$ cat src/rtl/hamdec_9_5.sv
// Registered single-error-correcting Hamming(9,5) decoder with one cycle of latency.
// Optional saturating corrected-error counter enabled by defining HAMDEC_ERR_CNT_EN.
module hamdec_9_5 #(
   parameter int unsigned CNT_W = 16
) (
   input  logic             clk,
   input  logic             rst,
   input  logic             in_valid,
   input  logic [8:0]       cw,
   output logic             out_valid,
   output logic [4:0]       hs,
   output logic [3:0]       syndrome,
   output logic             err_corr,
   output logic             err_unc
`ifdef HAMDEC_ERR_CNT_EN
   ,
   output logic [CNT_W-1:0] err_cnt
`endif
);

   localparam int unsigned CW_W   = 9;
   localparam int unsigned INFO_W = 5;
   localparam int unsigned SYN_W  = 4;

   if (CNT_W == 0) begin : g_cnt_w_chk
      $error("hamdec_9_5: CNT_W must be at least 1");
   end

   logic [SYN_W-1:0]  syn_c;
   logic [CW_W-1:0]   flip_c;
   logic [CW_W-1:0]   fixed_c;
   logic [INFO_W-1:0] hs_c;
   logic              corr_c;
   logic              unc_c;

   // Syndrome bits: each checks the positions whose index has that bit set.
   always_comb begin
      syn_c    = '0;
      syn_c[0] = cw[0] ^ cw[2] ^ cw[4] ^ cw[6] ^ cw[8];
      syn_c[1] = cw[1] ^ cw[2] ^ cw[5] ^ cw[6];
      syn_c[2] = cw[3] ^ cw[4] ^ cw[5] ^ cw[6];
      syn_c[3] = cw[7] ^ cw[8];
   end

   // Syndromes 10..15 address no real position, so no bit is flipped for them.
   always_comb begin
      flip_c = '0;
      for (int i = 0; i < int'(CW_W); i++) begin
         flip_c[i] = (syn_c == SYN_W'(i + 1));
      end
      fixed_c = cw ^ flip_c;
      corr_c  = (syn_c != '0) && (syn_c <= SYN_W'(CW_W));
      unc_c   = (syn_c > SYN_W'(CW_W));
      hs_c    = {fixed_c[8], fixed_c[6], fixed_c[5], fixed_c[4], fixed_c[2]};
   end

   // Output register: results only advance on accepted words, otherwise hold.
   always_ff @(posedge clk) begin
      if (rst) begin
         out_valid <= 1'b0;
         hs        <= '0;
         syndrome  <= '0;
         err_corr  <= 1'b0;
         err_unc   <= 1'b0;
      end else begin
         out_valid <= in_valid;
         if (in_valid) begin
            hs       <= hs_c;
            syndrome <= syn_c;
            err_corr <= corr_c;
            err_unc  <= unc_c;
         end
      end
   end

`ifdef HAMDEC_ERR_CNT_EN
   // Corrected-error counter, saturating at all ones.
   always_ff @(posedge clk) begin
      if (rst) begin
         err_cnt <= '0;
      end else if (in_valid && corr_c && (err_cnt != {CNT_W{1'b1}})) begin
         err_cnt <= err_cnt + CNT_W'(1);
      end
   end
`endif

endmodule

$ cat config.mk
export PLATFORM = sky130hd
export DESIGN_NAME = hamdec_9_5
export DESIGN_NICKNAME = d
export VERILOG_FILES = /design/src/rtl/hamdec_9_5.sv
export SDC_FILE = /design/constraint.sdc
export NUM_CORES = 1
export LEC_CHECK = 0
export CORE_MARGIN = 3
export CORE_UTILIZATION = 41
export CTS_CLUSTER_SIZE = 25
export DETAILED_ROUTE_END_ITERATION = 10
export GPL_ROUTABILITY_DRIVEN = 0
export PLACE_DENSITY = 0.76
export SYNTH_ARGS = -nofsm -noshare
export SYNTH_HDL_FRONTEND = slang
export SYNTH_SLANG_ARGS = --single-unit
$ cat constraint.sdc
create_clock -name clk -period 3.09 [get_ports clk]
set_input_delay 0.4635 -clock clk [delete_from_list [all_inputs] [get_ports clk]]
set_output_delay 0.4635 -clock clk [all_outputs]
set_load 0.02 [all_outputs]
==> flow_summary.toml, run 1 <==
[yosys]
yosysUniqueCellTypes = 22
synth_top_family_by_area = "XOR/XNOR gates"
ys_warn_count = 0
syn_area_per_cell_um2 = 8.97
synth_adder_area_share_pct = 0
synth_top_area_cell = "dfxtp_1"
muxShareOfSynthArea_pct = 2.90
synthTopCellsByCount = "dfxtp_1, xnor2_1, nor2_1"
synth_flop_cell = "dfxtp_1"
synth_top_area_share_pct = 34.8
syn_inst = 77
synth_edf_count = 0
ys_ff_latch = 12
yosysSeqAreaShare_pct = 34.8
async_flop_share_pct = 0
syn-cell-area_um2 = 691
synth_xor_area_share_pct = 26.1
synth-compound-area-share_pct = 15.0
yosys.area_share.simple_pct = 19.0
synth_most_common_cell = "dfxtp_1"
synth.net_count = 89
synthTopCellsByArea = "dfxtp_1, xnor2_1, xor2_1, a211oi_1, nor2_1"

[cells_and_area]
drive_gt1_share_pct = 8.74
fin_nets = 116
n_antenna_cell = 0
syn_to_final_growth_pct = 41.5

[cts]
cts_resized = 0
clockBufferDepth = 2
cts_inserted_buffers = 3
htree_levels = 1
path_clk_slew_ps = 80
worstSkewPairLatency_ps = 280
tritoncts = "done"
cts.sinks = 12
post_cts_buffers = 0
cts-root-buf = "clkbuf_4"
ctsHoldBuffers = 0

[timing]
slew_headroom_pct = 66.8
slew_violations = 0
rsz0062_at_grt = "false"
finClkSkew_ps = 0
worst_pin_slew_ps = 496
hold_viol = 0
min_period_ps = 2220
setup_violations = 0
timing.final.crit_share_pct = 71.8
clock.fmax_mhz = 451
fin_tns_setup_ps = 0

[pwr]
combPwrFrac_pct = 34.3
power.density_mw_per_mm2 = 468
p_switching_uw = 140
swShare_pct = 30.7
p_leak_uw = 0.000359
clkPwrFrac_pct = 27.6
p_total_uw = 457
p_int_uw = 317
seq_power_share_pct = 38.2
peakVddDrop_v = 0.000236

[critical_path]
crit_type = "input port to flop"
critPathArrivalTime_ps = 2370
ff2ff_setup_slack_ps = 2420
slowest_delay_ps = 530
worstPathRequired_ps = 3250
end_kind = "flop"
cp_slowest_cell = "clkdlybuf4s50_1"
path_cells = "clkdlybuf4s50_1 -> xnor2_2 -> xnor3_2 -> a211oi_1 -> xnor2_1 -> o21ai_0"
worstPathMaxFanout = 6
critPathLaunchType = "input port"

[floorplan]
start_util_pct = 44.8
pin_count = 24
die_w_um = 47.0
die_h_um = 47.0
die-area_mm2 = 0.00221
row_count = 14
core_area_mm2 = 0.00154

[place]
port-buffer-count = 23
dpl.hpwl_um = 1110

[run]
timing.max_cap.violations = 0

[route]
drt_wl_total_um = 1340
detail_route.wl_per_cell_um = 11.3
postRouteAntennaNets = 0
drt-pass1-iter-count = 4
num_vias = 607
viasPerCell = 5.10
drtIter0Drc = 8
drc = 0

[global_routing]
grt_overflow_total = 0
grt_pass1_vias = 519
grt_max_degree = 15
grt_use_total_pct = 13.6
antenna_found_initial = 0
grt_pass1_wl_um = 2080

[run_status]
status = "finished, final reports clean"

[min_path]
hold_class = "flop to flop"
==> path summary, 6_finish.rpt <==
path / depth (start not counted) / end / from
worst max register to register: 2 / hs[4]$_SDFFE_PP0P_ / hs[4]$_SDFFE_PP0P_
worst min-delay path: 2 / hs[2]$_SDFFE_PP0P_ / hs[2]$_SDFFE_PP0P_
worst max-delay path: 6 / hs[3]$_SDFFE_PP0P_ / cw[6]
worst min register to register: 2 / hs[2]$_SDFFE_PP0P_ / hs[2]$_SDFFE_PP0P_
==> registers in the layout, summed over array words and instances, names as in the netlist <==
name / flops
syndrome: 4
err_corr: 1
err_unc: 1
hs: 5
out_valid: 1
==> final cells by class <==
type | count | area, um2
flip-flops and latches | 12 | 240
inverters | 2 | 7.51
repair buffers | 24 | 238
clock buffers | 4 | 36.3
multi-input cells | 61 | 435
fillers | 149 | 564
well taps | 16 | 20.0
==> cell families (layout without fill, tap and decap cells) <==
group,after synthesis,count (layout)
compound gates,16,16
simple gates,25,25
buf+inv,4,30
mux,2,2
xor+xnor,18,18
flops,12,12
==> worst max-delay path, delay by kind of cell <==
family	cells	cell delay [ps]
buffers and inverters	1	530
AO/OA/AOI/OAI	2	460
XOR/XNOR	3	920
==> layer usage <==
metal  GRT usage [%]  up-vias  share of wire, %
met5               0        -                 0
met4            8.29        0               2.9
met3            3.45        5               5.7
met2            22.0       18                48
met1            16.2      260                43
li1                -      324                 -
==> stage by stage <==
stage	instance area (um2)	hold slack, ps	setup slack [ps]	util (%)	std cells
after floorplan	691	533	1310	-	77
after global placement	941	436	669	61.0	115
after detailed placement	941	447	580	61.0	115
after CTS	977	463	879	63.4	119
after global routing	977	484	760	63.4	119
final	977	455	873	63.4	119
==> layout by cell type, fill, tap and decap left out <==
| cell type | instances |
|---|---|
| nand2_1 | 6 |
| mux2i_1 | 2 |
| and2_1 | 1 |
| a211oi_1 | 5 |
| xnor2_1 | 10 |
| inv_1 | 2 |
| clkbuf_8 | 1 |
| nor4b_4 | 1 |
| a31oi_1 | 1 |
| o21ai_0 | 4 |
| nor3b_1 | 1 |
| nor2_1 | 8 |
| a211oi_2 | 1 |
| xnor3_2 | 1 |
| buf_4 | 1 |
| xnor2_2 | 1 |
| a21oi_1 | 4 |
| clkbuf_4 | 3 |
| nand2b_1 | 1 |
| o211ai_1 | 1 |
| dfxtp_1 | 12 |
| xor2_1 | 6 |
| nand3_1 | 5 |
| clkdlybuf4s50_1 | 23 |
| nor3_1 | 2 |
==> power by group through the flow <==
stage / Combinational (uW) / Sequential, uW / Clock [uW]
2_1_floorplan: 81.1 / 195 / 0
6_report: 157 / 174 / 126
4_1_cts: 157 / 175 / 128
3_5_place_dp: 157 / 178 / 0
3_3_place_gp: 155 / 178 / 0
5_1_grt: 171 / 176 / 132
(Power assumes the default switching activity.)
==> run 2, diff against run 1 <==
- CORE_UTILIZATION: 41 -> 39
- PLACE_DENSITY: 0.76 -> 0.75
- clock period: 3.09 -> 1.95 ns (I/O delays scaled with it)
==> flow_summary.toml, run 2 (same netlist as run 1, synthesis figures left out) <==
[critical_path]
critPathLaunchType = "input port"
worstPathMaxFanout = 5
worstPathRequired_ps = 2160
cp_slowest_cell = "clkdlybuf4s50_1"
end_kind = "flop"
critPathArrivalTime_ps = 2020
slowest_delay_ps = 460
path_cells = "clkdlybuf4s50_1 -> xnor2_2 -> xnor3_2 -> nor4b_4 -> xnor2_1 -> a211oi_2"
crit_type = "input port to flop"

[global_routing]
grt.busiest_layer = "met2"
grt_use_met1_pct = 18.0
met2_usage_pct = 25.9
grt_pass1_wl_um = 2470
grt_max_degree = 14
grt_use_total_pct = 15.2
grt_overflow_total = 0
grt_pass1_vias = 619
grt_util_met3_pct = 2.26
antenna_found_initial = 0

[place]
dpl_cell_area_mm2 = 0.00106
dp.cells = 138
dpl_worst_slack_ps = -150
dpl.hpwl_um = 1330
port-buffer-count = 23

[cts]
cts.sinks = 12
path_clk_slew_ps = 80
cts-root-buf = "clkbuf_4"
worstSkewPairLatency_ps = 280
cts_inserted_buffers = 3
cts_resized = 0
tritoncts = "done"
clockBufferDepth = 2
ctsHoldBuffers = 0
post_cts_buffers = 0
htree_levels = 1

[timing]
slew_headroom_pct = 79.4
min_period_ps = 1810
rsz0062_at_grt = "false"
worst_pin_slew_ps = 306
hold_viol = 0
timing.final.crit_share_pct = 92.8
slew_violations = 0
clock.fmax_mhz = 553
finClkSkew_ps = 0
setup_ws_ps = 141
setup_violations = 0
fin_tns_setup_ps = 0

[route]
drtIter0Drc = 13
detail_route.wl_per_cell_um = 10.8
num_vias = 684
viasPerCell = 4.82
postRouteAntennaNets = 0
drc = 0
drt_wl_total_um = 1540
drt-pass1-iter-count = 4

[cells_and_area]
syn_to_final_growth_pct = 59.2
final_cell_count_no_fill = 142
drive_gt1_share_pct = 20.3
final_common_cell = "clkdlybuf4s50_1"
top_register = "hs"
n_antenna_cell = 0
layout.core_utilization_pct = 69.0
fin_area_mm2 = 0.00110
largest_register_ffs = 5
mostFrequentLayoutCells = "clkdlybuf4s50_1, buf_4, dfxtp_1, xnor2_1, nor2_1"
fin_nets = 131
reg.largest.list = "hs x5, syndrome x4"

[pwr]
clkPwrFrac_pct = 26.1
seq_power_share_pct = 35.7
p_int_uw = 540
swShare_pct = 30.3
p_leak_uw = 0.000431
power.density_mw_per_mm2 = 704
combPwrFrac_pct = 38.2
peakVddDrop_v = 0.000324
p_switching_uw = 235

[floorplan]
row_count = 14
pin_count = 24
die-area_mm2 = 0.00231
start_util_pct = 43.3
core_area_mm2 = 0.00159
die_w_um = 48.1
die_h_um = 48.1

[min_path]
hold_class = "flop to flop"

[run]
timing.max_cap.violations = 0

[run_status]
status = "finished, final reports clean"
[run 2: metal layers]
metal | up-vias | wire, um
li1 | 350 | -
met1 | 305 | 645
met2 | 24 | 746
met3 | 5 | 99
met4 | 0 | 44
met5 | - | 0
[run 2: critical path: cells and delay by family]
| family | cells | cell delay, ps |
|---|---|---|
| xor gates and xnor gates | 3 | 760 |
| buffers and inverters | 1 | 460 |
| and+or+nand+nor | 1 | 300 |
| AOI/OAI and AO/OA | 1 | 210 |
[run 2: power by group through the flow]
stage                     Combinational (uW)  Clock [uW]  Sequential (uW)
after detailed placement                 298           0              283
after global routing                     320         216              279
final                                    296         202              277
after floorplan                          128           0              309
after CTS                                298         204              277
after global placement                   292           0              281
[run 2: worst paths after layout]
kind	slack [ps]	to	from	cells after the start
hold reg to reg	460	err_unc$_SDFFE_PP0P_	err_unc$_SDFFE_PP0P_	2
setup / recovery	140	hs[1]$_SDFFE_PP0P_	cw[6]	6
hold / removal	460	err_unc$_SDFFE_PP0P_	err_unc$_SDFFE_PP0P_	2
setup reg to reg	1290	syndrome[2]$_SDFFE_PP0P_	syndrome[2]$_SDFFE_PP0P_	2
[run 2: layout make-up]
| class | instances | area (um2) |
|---|---|---|
| clock buffers | 4 | 36.3 |
| fillers | 137 | 494 |
| inverters | 2 | 7.51 |
| multi-input cells | 61 | 435 |
| flip-flops and latches | 12 | 240 |
| well taps | 24 | 30.0 |
| repair buffers | 39 | 350 |
[run 2: metrics by stage]
stage          hold WS, ps  power (uW)
3_3_place_gp           433         573
5_1_grt                489         815
4_1_cts                471         779
6_report               463         775
3_5_place_dp           454         580
2_1_floorplan          436         437
